$ cat src/rtl/mem_ctrl_pkg.sv
// mem_ctrl_pkg: access FSM states and RISC-V funct3 size/sign codes.
package mem_ctrl_pkg;
  typedef enum logic [2:0] {S_IDLE, S_READ, S_WAIT, S_WRITE, S_DONE} state_t;
  localparam logic [2:0] F3_B  = 3'b000;
  localparam logic [2:0] F3_H  = 3'b001;
  localparam logic [2:0] F3_W  = 3'b010;
  localparam logic [2:0] F3_D  = 3'b011;
  localparam logic [2:0] F3_BU = 3'b100;
  localparam logic [2:0] F3_HU = 3'b101;
  localparam logic [2:0] F3_WU = 3'b110;
endpackage

$ cat src/rtl/mem_size_unit.sv
// mem_size_unit: store byte-lane merge and load sign/zero extension.
module mem_size_unit
  import mem_ctrl_pkg::*;
(
  input  logic [2:0]  funct3,
  input  logic [63:0] store_data,
  input  logic [63:0] rdata,
  output logic [63:0] wdata,
  output logic [63:0] ldata
);
  always_comb begin
    wdata = funct3 == F3_B ? {rdata[63:8], store_data[7:0]} :
            funct3 == F3_H ? {rdata[63:16], store_data[15:0]} :
            funct3 == F3_W ? {rdata[63:32], store_data[31:0]} : store_data;
    ldata = funct3 == F3_B  ? {{56{rdata[7]}}, rdata[7:0]} :
            funct3 == F3_H  ? {{48{rdata[15]}}, rdata[15:0]} :
            funct3 == F3_W  ? {{32{rdata[31]}}, rdata[31:0]} :
            funct3 == F3_BU ? {56'd0, rdata[7:0]} :
            funct3 == F3_HU ? {48'd0, rdata[15:0]} :
            funct3 == F3_WU ? {32'd0, rdata[31:0]} : rdata;
  end
endmodule

$ cat src/rtl/mem_store_ctrl.sv
// mem_store_ctrl: load/store sequencer with read-modify-write for partial stores.
module mem_store_ctrl
  import mem_ctrl_pkg::*;
#(
  parameter int MEM_LAT = 1
) (
  input  logic        clk,
  input  logic        reset,
  input  logic        start,
  input  logic        is_store,
  input  logic [2:0]  funct3,
  input  logic [63:0] addr,
  input  logic [63:0] store_data,
  input  logic [63:0] mem_rdata,
  output logic [63:0] mem_addr,
  output logic [63:0] mem_wdata,
  output logic        mem_re,
  output logic        mem_we,
  output logic [63:0] load_data,
  output logic        busy,
  output logic        done
);
  state_t      state;
  logic [3:0]  cnt;
  logic        st_q;
  logic [2:0]  f3_q;
  logic [63:0] sd_q;
  logic        accept;
  logic        full;
  logic [2:0]  f3_n;
  logic [63:0] sd_n;
  logic [63:0] wd;
  logic [63:0] ld;
  always_comb begin
    accept = state == S_IDLE && start;
    full   = funct3 == F3_D || funct3[2];
    f3_n   = accept ? funct3 : f3_q;
    sd_n   = accept ? store_data : sd_q;
    mem_re = state == S_READ;
    mem_we = state == S_WRITE;
    busy   = state != S_IDLE;
    done   = state == S_DONE;
  end
  // Merge/extend sees the live inputs on the accept edge and mem_rdata on the last WAIT edge.
  mem_size_unit u_size (
    .funct3    (f3_n),
    .store_data(sd_n),
    .rdata     (mem_rdata),
    .wdata     (wd),
    .ldata     (ld)
  );
  always_ff @(posedge clk or negedge reset) begin
    if (!reset) begin
      state     <= S_IDLE;
      cnt       <= '0;
      st_q      <= 1'b0;
      f3_q      <= '0;
      sd_q      <= '0;
      mem_addr  <= '0;
      mem_wdata <= '0;
      load_data <= '0;
    end else begin
      unique case (state)
        S_IDLE: if (start) begin
          st_q     <= is_store;
          f3_q     <= funct3;
          sd_q     <= store_data;
          mem_addr <= addr;
          if (is_store && full) begin
            state     <= S_WRITE;
            mem_wdata <= wd;
          end else state <= S_READ;
        end
        S_READ: begin
          state <= S_WAIT;
          cnt   <= 4'(MEM_LAT - 1);
        end
        S_WAIT: if (cnt == '0) begin
          if (st_q) begin
            state     <= S_WRITE;
            mem_wdata <= wd;
          end else begin
            state     <= S_DONE;
            load_data <= ld;
          end
        end else cnt <= cnt - 4'd1;
        S_WRITE: state <= S_DONE;
        S_DONE:  state <= S_IDLE;
        default: state <= S_IDLE;
      endcase
    end
  end
endmodule

$ cat config.mk
export PLATFORM = sky130hd
export DESIGN_NAME = mem_store_ctrl
export DESIGN_NICKNAME = d
export VERILOG_FILES = /design/src/rtl/mem_ctrl_pkg.sv /design/src/rtl/mem_size_unit.sv /design/src/rtl/mem_store_ctrl.sv
export SDC_FILE = /design/constraint.sdc
export NUM_CORES = 1
export LEC_CHECK = 0
export ABC_CLOCK_PERIOD_IN_PS = 5300
export CAP_MARGIN = 30
export CORE_AREA = 10 10 178 180
export CTS_CLUSTER_SIZE = 16
export DETAILED_ROUTE_END_ITERATION = 16
export DIE_AREA = 0 0 188 190
export PLACE_DENSITY = 0.79
export SKIP_LAST_GASP = 1
export SLEW_MARGIN = 40
export SYNTH_ARGS = -nofsm -noshare
export SYNTH_HDL_FRONTEND = slang
export SYNTH_HIERARCHICAL = 1
export SYNTH_SLANG_ARGS = --single-unit
$ cat constraint.sdc
create_clock -name clk -period 5.3 [get_ports clk]
set_input_delay 0.53 -clock clk [delete_from_list [all_inputs] [get_ports clk]]
set_output_delay 0.53 -clock clk [all_outputs]
set_load 0.02 [all_outputs]
# == Word level (Yosys, flattened, before mapping) ==
# Cells that the tools add are included.
# word_totals
mem_bits_ro,0
output_inout_bits,196
register_bits,267
latchBits,0
word_cells,62
n_memories,0
ram_bits,0
# classes
order_cmp,0
n_bitwise,1
div,0
n_shift,0
n_mul,0
n_mux,23
n_eq_ne,15
reduce_logical,14
add_sub_neg,1
# ops
operator,n
$mux W64,14
$pmux W64 S2,1
$eq A3 B2 Y1 const B,4
$eq A3 B3 Y1 const B,4
$mux W3,4
$pmux W3 S4,1
$ne A2 B2 Y1 const B,4
$pmux W4 S2,1
$eq A3 B1 Y1 const B,2
$logic_not A3 Y1,2
$reduce_and A2 Y1,3
$reduce_and A5 Y1,1
$logic_not A4 Y1,1
$mux W4,1
$reduce_bool A2 Y1,2
$sub A4 B1 Y4 const B,1
$reduce_and A3 Y1,1
$reduce_bool A3 Y1,1
$logic_and A1 B1 Y1,2
$mux W2,1
$ne A2 B1 Y1 const B,1
$logic_or A1 B1 Y1,1
$not A1 Y1,1

# == Longest topological paths before layout ==
# logic_depth
word_depth,10
ltp_mapped,12
mapped_depth_nobuf,6

# == Hierarchy ==
# Netlist, hierarchy kept.
# modules_own_cells
module,instances,cells_each,seq_area_each_um2,area_each_um2
mem_store_ctrl,1,839,6681.4,11384.7
mem_size_unit,1,222,0.0,1636.6

# == Worst setup path before layout ==
# OpenSTA, ideal clock, no wires.
# synth_path
path_kind,flip-flop to flip-flop
start,reg state[2]
end,reg mem_wdata[10]
stages_incl_launch_ff,11
period_less_slack_ns,3.019
path_slack_ns,2.281
arrival_time_ns,2.888
path_buffers,4
setup_time_ns,0.131
cell_sequence,dfrtp_1 -> buf_6 -> nor4b_2 -> clkbuf_1 -> buf_2 -> mux2_2 -> buf_6 -> nor3_2 -> mux2_2 -> nand4_1 -> o211ai_1
# synth_via
elab_chain_len,9
# synth_rtl
item,line,source
"start, declared",mem_store_ctrl.sv:23,state_t state;
"start signal, assigned",mem_store_ctrl.sv:54,state <= S_IDLE;
"start signal, assigned",mem_store_ctrl.sv:70,state <= S_WRITE;
"start signal, assigned",mem_store_ctrl.sv:72,end else state <= S_READ;
$logic_not A3 Y1 *,mem_store_ctrl.sv:35,accept = state == S_IDLE && start;
$logic_and A1 B1 Y1 *,mem_store_ctrl.sv:35,
$mux W3 *,mem_store_ctrl.sv:37,f3_n = accept ? funct3 : f3_q;
net f3_n[1],mem_store_ctrl.sv:30,logic [2:0] f3_n;
$eq A3 B1 Y1,mem_size_unit.sv:13,"funct3 == F3_H ? {rdata[63:16], store_data[15:0]} :"
$mux W64,mem_size_unit.sv:13,
$mux W64 *,mem_size_unit.sv:12,"wdata = funct3 == F3_B ? {rdata[63:8], store_data[7:0]} :"
net wd[10],mem_store_ctrl.sv:32,logic [63:0] wd;
$mux W64 (on tied branches),"mem_store_ctrl.sv:79, mem_store_ctrl.sv:69",
$mux W64 (on tied branches),"mem_store_ctrl.sv:78, mem_store_ctrl.sv:64",
$pmux W64 S2 *,mem_store_ctrl.sv:63,unique case (state)
"end signal, assigned",mem_store_ctrl.sv:71,mem_wdata <= wd;
"end signal, assigned",mem_store_ctrl.sv:81,mem_wdata <= wd;
"end, declared",mem_store_ctrl.sv:16,"output logic [63:0] mem_wdata,"
# The timed path passes the listed nets; every way through them passes the cells marked *. The select of a mux whose other input is x is not followed.
# A chain may end at the register's enable or synchronous reset.

# == Worst setup path after layout ==
# layout_path
start,reg state[2]
end,reg mem_wdata[58]
# layout_via
elab_chain_len,10
# layout_rtl
item,line,source
$logic_not A3 Y1 *,mem_store_ctrl.sv:35,
$logic_and A1 B1 Y1 *,mem_store_ctrl.sv:35,
$mux W3 *,mem_store_ctrl.sv:37,
net f3_n[0],mem_store_ctrl.sv:30,
$eq A3 B2 Y1,mem_size_unit.sv:14,"funct3 == F3_W ? {rdata[63:32], store_data[31:0]} : store_data;"
$mux W64,mem_size_unit.sv:14,
$mux W64,mem_size_unit.sv:13,
$mux W64 *,mem_size_unit.sv:12,
net wd[58],mem_store_ctrl.sv:32,
$mux W64 (on tied branches),"mem_store_ctrl.sv:79, mem_store_ctrl.sv:69",
$mux W64 (on tied branches),"mem_store_ctrl.sv:78, mem_store_ctrl.sv:64",
$pmux W64 S2 *,mem_store_ctrl.sv:63,
# Marks and branches as above.

==> results.yml <==
cts:
  cts_buffer_depth: 3
  htree_num_levels: 1
  clkTransAtPathRegs_ps: 60
  cts_buffers: 30
  cts_root_buf: "clkbuf_16"
  cts_sinks: 267
  cts_tree: "yes"
  clk_latency_ps: 540
  cts-resized-gates: 0
  cts_setup_buffers: 0
sta:
  hold_violations: 0
  max_slew_margin: 0.3704
  setup_tns_ps: 0
  period_share: 0.6280
  worst_slew_pin_slew_ps: 944.4
  fmax_mhz: 300.4
  drv_slew: 0
  fin_skew_ps: 8.789
  period_minus_slack_ps: 3329
  setup_viol: 0
  rsz0062_at_grt: "no"
routing:
  drt_iter0_markers: 995
  drc: 0
  wl_met1_mm: 16.44
  finalWirelength_mm: 41.65
  via_per_inst: 5.736
  ant_nets: 0
  routed.top_layer: "met4"
  vias: 10251
  wl_met2_mm: 20.80
  firstDrtPassIters: 5
  met3WireLength_mm: 3.264
  wl_per_cell_microns: 23.30
worst_setup_path:
  worstPathMaxFanout: 46
  rrSetupSlack_ps: 1970
  critPathArrivalTime_ps: 3730
  endpoint_kind: "flip-flop"
  ff2ff_path_depth: 7
  cp-start-kind: "flip-flop"
  path_class: "reg2reg"
  cp_data_required_time_ps: 5700
place:
  place.gp.congestion: 0.8351
  dpl.hpwl_mm: 28.62
  port_buffers: 394
global_routing:
  antenna_found_initial: 0
  first_global_vias: 10900
  grt_pass1_wl_mm: 65.16
  grt_start_max_net_pins: 145
  grt_usage: 0.2248
  grt_overflow: 0
yosys:
  synth.net_count: 1262
  async_flop_share: 1.000
  netlist_top_cells_area: "dfrtp_1 (51%), mux2_2 (15%), mux2_4 (8.3%)"
  synth_edf_count: 0
  yosys_register_bits: 267
  synth_commonest_cells: "dfrtp_1 (267), mux2_2 (178), nand3_1 (99)"
  synthCells: 1061
  syn_area_per_cell_sq_um: 12.27
  ys_types: 38
  syn_area_sq_um: 13020
  synth_seq_area_share: 0.5131
  synthFlopType: "dfrtp_1"
  yosys.area.top_type: "dfrtp_1"
  yosys_warnings: 6
  synth.most_common_cell: "dfrtp_1"
  synth_top_area_frac: 0.5131
power:
  ir_worst_vdd_v: 0.0003836
  power-per-cell-area_nw_per_um2: 690.6
  p_total_w: 0.01246
  power_leakage_nw: 7.345
cells_and_area:
  multiInputGateArea_sq_um: 5638
  drive_gt1_frac: 0.2381
  syn_to_final_growth_pct: 38.61
  n_fill_cell: 2185
  final_nets: 1582
  num_antenna_cells: 0
  regArea_sq_um: 6681
  utilization: 0.6392
worst_hold_path:
  hp-class: "reg2reg"
  holdPathStages: 1
floorplan:
  start_util: 0.4611
  die_area_sq_um: 35720
  core_area_sq_um: 28240
  rows: 62
  die_h_microns: 190
  die_w_microns: 188
  ios: 395
flow_run:
  drv_cap: 0
run_status:
  outcome: "complete, no violations"
-- state kept, by name, summed over array words and instances, names as in the netlist --
signal and flops:
state 3, mem_wdata 64, f3_q 3, cnt 4, mem_addr 64, st_q 1
sd_q 64, load_data 64
-- worst max-delay path, stage by stage, from the launching register on --
cell      delay (ps)
dfrtp_1          480
nor4b_4          550
mux2_4           560
a21oi_4          570
buf_4            380
mux2_1           380
nand4_1          110
o211ai_1         120
-- where the power goes --
part           internal (W)  total (W)  leakage, nW  switching (W)
Combinational       0.00331    0.00677         3.63        0.00346
Clock               0.00130    0.00213        0.493       0.000839
Sequential          0.00306    0.00356         3.22       0.000504
Total               0.00766     0.0125         7.35        0.00480
-- path summary, 6_finish.rpt --
kind,end,from
worst max-delay path,mem_wdata[58],state[2]
worst min-delay path,sd_q[43],sd_q[43]
worst max register to register,mem_wdata[58],state[2]
worst min register to register,sd_q[43],sd_q[43]
max in group asynchronous,cnt[2],reset
min in group asynchronous,sd_q[35],reset
-- logic make-up after synthesis --
| family | share of synthesized area |
|---|---|
| flip-flops | 0.5131 |
| multiplexers | 0.2425 |
| AND/OR/NAND/NOR | 0.09090 |
| AO/OA/AOI/OAI | 0.09215 |
| buffers and inverters | 0.05938 |
| adder cells (fa/ha/maj) | 0.001921 |
-- area by class of cell --
type | count | area share
Clock inverter | 9 | 0.007140
Tap cell | 384 | 0.02662
Multi-Input combinational cell | 661 | 0.3124
Clock buffer | 45 | 0.04922
Sequential cell | 267 | 0.3702
Inverter | 4 | 0.0008319
Timing Repair Buffer | 417 | 0.2336
-- cell usage in the layout (no fill, tap or decap), types with 2 or more instances in the layout --
cell and instances:
or3b_2 2, or4b_1 2, dfrtp_1 267, o211ai_1 97, or3_1 2, clkinvlp_4 2, mux2_4 73, buf_4 16
clkbuf_1 8, o21ai_0 88, buf_16 3, ha_1 2, nand2_1 28, clkdlybuf4s50_1 392, buf_12 3, nand3_1 99
clkbuf_8 6, bufinv_16 3, inv_1 4, clkbuf_16 31, mux2_2 177, mux2i_1 4, nand4_1 65, clkinv_2 3
mux2_1 2
-- layer usage --
| metal | vias up | global-route usage |
|---|---|---|
| li1 | 4554 | - |
| met1 | 5179 | 0.2795 |
| met2 | 452 | 0.3785 |
| met3 | 66 | 0.05621 |
| met4 | 0 | 0.06892 |
| met5 | - | 0 |
-- repair_timing --
| item | in CTS | in global routing |
|---|---|---|
| hold buffers | 1 | 0 |
| setup endpoints to repair | 0 | 0 |
| endpoints found under the hold margin | 21 | 0 |
-- stage by stage --
stage               hold WS (ps)  setup slack, ps  area (sq um)  std cells
floorplan                  234.4             2281         13020       1061
global placement           476.7             1411         16920       1728
detailed placement         482.4             1475         16970       1730
CTS                        496.7             1938         18000       1785
global route               507.1             1767         18050       1787
finish                     493.0             1971         18050       1787
Note: power is estimated with default switching activity, not from simulation.
